==> src/rtl/mux_8to1_structural_if.sv <==
// mux_8to1_structural_if: data, select and result signals of the 8:1 mux
interface mux_8to1_structural_if;
  logic I0, I1, I2, I3, I4, I5, I6, I7;
  logic s0, s1, s2;
  logic Y;
  logic Y_q;
  logic [7:0] sel_oh;
  modport master (output I0, I1, I2, I3, I4, I5, I6, I7, s0, s1, s2, input Y, Y_q, sel_oh);
  modport slave (input I0, I1, I2, I3, I4, I5, I6, I7, s0, s1, s2, output Y, Y_q, sel_oh);
endinterface

==> src/rtl/mux_8to1_structural.sv <==
// mux_8to1_structural: gate-level 8:1 mux with decoder, AND gating, OR tree and registered output
module mux_8to1_structural (
  input logic clk,
  input logic rst_n,
  mux_8to1_structural_if.slave bus
);
  logic s0_n, s1_n, s2_n;
  logic d0, d1, d2, d3, d4, d5, d6, d7;
  logic g0, g1, g2, g3, g4, g5, g6, g7;
  logic o01, o23, o45, o67, o0123, o4567, y;
  logic y_q;
  assign s0_n = ~bus.s0;
  assign s1_n = ~bus.s1;
  assign s2_n = ~bus.s2;
  assign d0 = s0_n & s1_n & s2_n;
  assign d1 = s0_n & s1_n & bus.s2;
  assign d2 = s0_n & bus.s1 & s2_n;
  assign d3 = s0_n & bus.s1 & bus.s2;
  assign d4 = bus.s0 & s1_n & s2_n;
  assign d5 = bus.s0 & s1_n & bus.s2;
  assign d6 = bus.s0 & bus.s1 & s2_n;
  assign d7 = bus.s0 & bus.s1 & bus.s2;
  assign g0 = bus.I0 & d0;
  assign g1 = bus.I1 & d1;
  assign g2 = bus.I2 & d2;
  assign g3 = bus.I3 & d3;
  assign g4 = bus.I4 & d4;
  assign g5 = bus.I5 & d5;
  assign g6 = bus.I6 & d6;
  assign g7 = bus.I7 & d7;
  assign o01 = g0 | g1;
  assign o23 = g2 | g3;
  assign o45 = g4 | g5;
  assign o67 = g6 | g7;
  assign o0123 = o01 | o23;
  assign o4567 = o45 | o67;
  assign y = o0123 | o4567;
  assign bus.Y = y;
  assign bus.sel_oh = {d7, d6, d5, d4, d3, d2, d1, d0};
  assign bus.Y_q = y_q;
  // Registered copy of Y, cleared asynchronously while rst_n is low
  always_ff @(posedge clk or negedge rst_n)
    if (!rst_n) y_q <= 1'b0;
    else y_q <= y;
endmodule

==> src/flat_wrapper.sv <==
// flat-port wrapper written by rule: the top's interface ports become plain ports
module mux_8to1_structural_flat 
  (clk, rst_n, bus_I0, bus_I1, bus_I2, bus_I3, bus_I4, bus_I5, bus_I6, bus_I7, bus_s0, bus_s1, bus_s2, bus_Y, bus_Y_q, bus_sel_oh);
  mux_8to1_structural_if bus_i ();
  input logic clk;
  input logic rst_n;
  input wire logic [$bits(bus_i.I0)-1:0] bus_I0;
  input wire logic [$bits(bus_i.I1)-1:0] bus_I1;
  input wire logic [$bits(bus_i.I2)-1:0] bus_I2;
  input wire logic [$bits(bus_i.I3)-1:0] bus_I3;
  input wire logic [$bits(bus_i.I4)-1:0] bus_I4;
  input wire logic [$bits(bus_i.I5)-1:0] bus_I5;
  input wire logic [$bits(bus_i.I6)-1:0] bus_I6;
  input wire logic [$bits(bus_i.I7)-1:0] bus_I7;
  input wire logic [$bits(bus_i.s0)-1:0] bus_s0;
  input wire logic [$bits(bus_i.s1)-1:0] bus_s1;
  input wire logic [$bits(bus_i.s2)-1:0] bus_s2;
  output wire logic [$bits(bus_i.Y)-1:0] bus_Y;
  output wire logic [$bits(bus_i.Y_q)-1:0] bus_Y_q;
  output wire logic [$bits(bus_i.sel_oh)-1:0] bus_sel_oh;
  assign bus_i.I0 = bus_I0;
  assign bus_i.I1 = bus_I1;
  assign bus_i.I2 = bus_I2;
  assign bus_i.I3 = bus_I3;
  assign bus_i.I4 = bus_I4;
  assign bus_i.I5 = bus_I5;
  assign bus_i.I6 = bus_I6;
  assign bus_i.I7 = bus_I7;
  assign bus_i.s0 = bus_s0;
  assign bus_i.s1 = bus_s1;
  assign bus_i.s2 = bus_s2;
  assign bus_Y = bus_i.Y;
  assign bus_Y_q = bus_i.Y_q;
  assign bus_sel_oh = bus_i.sel_oh;
  mux_8to1_structural u_core (.clk(clk), .rst_n(rst_n), .bus(bus_i));
endmodule
==> config.mk <==
export PLATFORM = sky130hd
export DESIGN_NAME = mux_8to1_structural_flat
export DESIGN_NICKNAME = d
export VERILOG_FILES = /design/src/rtl/mux_8to1_structural_if.sv /design/src/rtl/mux_8to1_structural.sv /design/src/flat_wrapper.sv
export SDC_FILE = /design/constraint.sdc
export NUM_CORES = 1
export LEC_CHECK = 0
export BUFFER_PORTS_ARGS = -buffer_cell sky130_fd_sc_hd__buf_2
export CAP_MARGIN = 15
export CORE_AREA = 2 2 39 41
export CTS_CLUSTER_SIZE = 40
export DETAILED_ROUTE_END_ITERATION = 10
export DIE_AREA = 0 0 41 43
export SLEW_MARGIN = 10
export SYNTH_ARGS = -nofsm -noshare
export SYNTH_HDL_FRONTEND = slang
export SYNTH_SLANG_ARGS = --single-unit
==> constraint.sdc <==
create_clock -name clk -period 2.6 [get_ports clk]
set_input_delay 0.52 -clock clk [delete_from_list [all_inputs] [get_ports clk]]
set_output_delay 0.52 -clock clk [all_outputs]
set_load 0.01 [all_outputs]
**Word-level counts from Yosys, hierarchy flattened**

Cells that the tools add are included.

- Register bits: 1
- Bits of input ports: 13
- Output and inout port bits: 10
- Logic and storage cells: 31

- Bitwise operators: 30

Operators with widths:

| kind | number |
|---|---|
| AND 1 bit | 20 |
| OR 1 bit | 7 |
| NOT 1 bit | 3 |

**Longest topological paths before layout**

- Word-level depth: 7
- Depth in mapped cells: 4
- Depth with buffers taken out: 3

**Least setup slack after synthesis**

OpenSTA, ideal clock, no wires.

- Kind: input to output
- Start: in bus_s0
- End: out bus_Y
- Arrival time: 1.088 ns
- Data required time: 2.080 ns
- Path slack: 0.992 ns
- Stages on the path: 4
- Path buffers: 1
- Cells stage by stage: buf_6 -> mux2i_1 -> a2bb2oi_2 -> o211ai_2

- Longest elaborated chain between the ends: 7
- Elaborated cells between the ends (all ways): 28
- Classes of those cells: bitwise: 28

RTL lines:

| element | RTL line | text |
|---|---|---|
| start, declared | flat_wrapper.sv:15 | `input wire logic [$bits(bus_i.s0)-1:0] bus_s0;` |
| NOT 1 bit | mux_8to1_structural.sv:12 | `assign s0_n = ~bus.s0;` |
| AND 1 bit, on equally long branches (3 in a row) | n/a |  |
| OR 1 bit, on equally long branches | mux_8to1_structural.sv:31, mux_8to1_structural.sv:32 |  |
| OR 1 bit | mux_8to1_structural.sv:35 | `assign o0123 = o01 \| o23;` |
| OR 1 bit * | mux_8to1_structural.sv:37 | `assign y = o0123 \| o4567;` |
| end, declared | flat_wrapper.sv:18 | `output wire logic [$bits(bus_i.Y)-1:0] bus_Y;` |

Every way passes the cells marked *; elsewhere a longest branch is shown, timed or not.

**Worst setup path after layout**

Same ends and word-level chain as after synthesis.

==> results list <==
- During placement, the flow inserted port buffers numbering 22.
* Area of the die: roughly 0.0018 sq mm
- Layout overhead on the synthesized area: 16.2%
- Routability-driven placement finished with a final weighted congestion of about 0.57.
- The sequential cells in the finished layout cover a total of roughly 25 sq um.
- At the worst endpoint, the required time is around 2100 ps.
* Total congestion overflow: 0
- The layout has about 160 filler cells.
- Avg Synthesized Cell Area: roughly 8.8 sq um
- Hpwl dp: about 460 um
- Total via count after detailed routing: 240
* Area of all placed cells without fillers: ~310 sq um
- Area share of the largest cell type after synthesis: 22.9%
- Final Slew Violations: 0
- The net count of the finished layout is 56.
- Number of placement rows: 14
- In the final layout, the share of cells above drive strength 1 is about 63%.
- DRC: 0
* Class of the tightest hold or removal check: in2async
- Summing the sequential cell areas from Yosys gives under 10% of the chip area.
* Detailed-route wire length per cell: around 9.4 um
* Total core area: approximately 0.0014 sq mm
- Maximum achievable frequency: approximately 0.53 GHz
- Measured along the y axis, the die boundary spans ~43 um.
- Cell area after technology mapping: between 200 and 300 sq um
- After routing, the total negative slack on setup checks comes to 0 ps.
- The worst setup path is launched from an input pin.
* Final period util: around 73%
- Combined area of the multi-input logic cells: approximately 150 sq um
* P per Cell Area: ~200 mW/mm^2
- Crit end category: output pin
- At the pin with the least slew margin, the transition time is around 170 ps.
- The number of nets handed over by synthesis was 43.
- CTS Hold Bufs: 0
- Post-layout util: ~22%
* Most instantiated cells after synthesis: sky130_fd_sc_hd__buf_4 (8), sky130_fd_sc_hd__and3b_1 (3), sky130_fd_sc_hd__buf_6 (2), sky130_fd_sc_hd__mux2i_1 (2), sky130_fd_sc_hd__nor3b_1 (2)
* Clk slew on worst S/H paths: 0 ps
* VDD IR max: 0.0673 mV
- Aggregate global-route resource usage: 6.31%
- Post-cts gate resize count: 0
- CP Max Fanout: 11
- Iteration-0 DRC Markers: 0
- Synthesis produced 30 cells.
- Most common flop cell mapped by yosys: sky130_fd_sc_hd__dfrtp_1
- Post-DP Area: 305 sq um
- Cell taking the most area after synthesis: sky130_fd_sc_hd__buf_4
- Pin count of the biggest net entering global routing: 13
- After detailed routing, the number of vias per cell comes to roughly 4.2.
- Setup violations remaining at the end of the flow were counted as 0.
* Leading post-synthesis cells by cell area: sky130_fd_sc_hd__buf_4 (23%), sky130_fd_sc_hd__and3b_1 (10%), sky130_fd_sc_hd__dfrtp_1 (9.5%), sky130_fd_sc_hd__buf_6 (8.6%), sky130_fd_sc_hd__mux2i_1 (7.6%)
* Outcome: finished, final reports clean
- Remaining number of nets flagged by the antenna check after routing: 0
* Unrepaired setup endpoints after global routing: no
* Yosys warning total: 0
- Yosys mapped a number of flops with a built-in enable equal to 0.
- Max cap viols: 0
- Count of TritonRoute iterations in the first routing pass: 1
* Worst slew margin: about 89%
- After synthesis, the share of flip-flops with an asynchronous set or reset is 100%.
* Antenna violations before repair: 0
* Count of state elements after synthesis: 1
* Final Critical Period: between 1500 and 2000 ps
* Max FFs per register: 1
* Number of post-CTS setup repair buffers: 0
- Vias in the first global route: 187
- Arrival time worst endpoint: about 1400 ps
- Most used standard cell by instance count after synthesis: sky130_fd_sc_hd__buf_4
- Power comes to around 0.062 mW.
- The synthesized netlist contains 18 unique library cells.
* Leakage power total: 0.179 nW
- Ant diodes: 0
- The number of hold-slack violations in the final timing report came to 0.
* Global-route wire length before repair: between 800 and 900 um
* Floorplan die width: roughly 40 um
- 23 I/O pins were placed.
- Total wire length after detailed routing: about 530 um
- The critical path in this run is classified as in2out.
- The initial utilization of the core area, before any placement, comes to between 10% and 20%.
logic make-up after synthesis:
group	count (synthesis)	synth area share [%]
simple gates	12	34.3
buf+inv	11	33.3
compound gates	4	15.2
mux	2	7.62
flops	1	9.52
through the flow:
| step | hold WS (ps) | setup slack, ps | std cells |
|---|---|---|---|
| 2_1_floorplan | 224 | 992 | 30 |
| 3_3_place_gp | 294 | 725 | 57 |
| 3_5_place_dp | 296 | 711 | 57 |
| 4_1_cts | 297 | 697 | 57 |
| 5_1_grt | 302 | 615 | 57 |
| 6_report | 296 | 709 | 57 |
where the power goes:
group / total, mW / switching, mW / internal (mW)
registers: 0.0181 / 0.000388 / 0.0177
logic: 0.0435 / 0.0215 / 0.0221
clock network: 0 / 0 / 0
total: 0.0616 / 0.0218 / 0.0398
path summary, 6_finish.rpt:
path,from,depth (start not counted),endpoint
worst min-delay path,rst_n,1,u_core.bus.Y_q
max in group asynchronous,rst_n,1,u_core.bus.Y_q
worst max-delay path,bus_s0,5,bus_Y
min in group clk,bus_I4,3,u_core.bus.Y_q
critical path, cell delays in order:
cell                        delay (ps)
sky130_fd_sc_hd__buf_2             190
sky130_fd_sc_hd__mux2i_1           240
sky130_fd_sc_hd__a2bb2oi_2         170
sky130_fd_sc_hd__o211ai_2          100
sky130_fd_sc_hd__buf_2             150
final cells by class:
| cell class | instances | share of cell area [%] |
|---|---|---|
| Tap cell | 16 | 6.56 |
| Timing Repair Buffer | 22 | 36.1 |
| Sequential cell | 1 | 8.20 |
| Multi-Input combinational cell | 18 | 49.2 |
cells in the final DEF, fill, tap and decap left out:
cell type	count
sky130_fd_sc_hd__buf_2	22
sky130_fd_sc_hd__and3b_1	3
sky130_fd_sc_hd__nor3b_1	2
sky130_fd_sc_hd__mux2i_1	2
sky130_fd_sc_hd__nor3b_2	1
sky130_fd_sc_hd__and3b_2	1
sky130_fd_sc_hd__and3_1	1
sky130_fd_sc_hd__nor3_1	1
sky130_fd_sc_hd__nand2_1	1
sky130_fd_sc_hd__nor2_1	1
sky130_fd_sc_hd__nand3b_1	1
sky130_fd_sc_hd__o21a_1	1
sky130_fd_sc_hd__o21ai_1	1
sky130_fd_sc_hd__a2bb2oi_2	1
sky130_fd_sc_hd__o211ai_2	1
sky130_fd_sc_hd__dfrtp_1	1
metal layers:
| layer | part of all wire, % | GRT usage [%] |
|---|---|---|
| met5 | 0 | 0 |
| met4 | 0 | 0 |
| met3 | 11 | 0 |
| met2 | 48 | 8.75 |
| met1 | 41 | 11.1 |
Note: power is estimated with default switching activity, not from simulation.
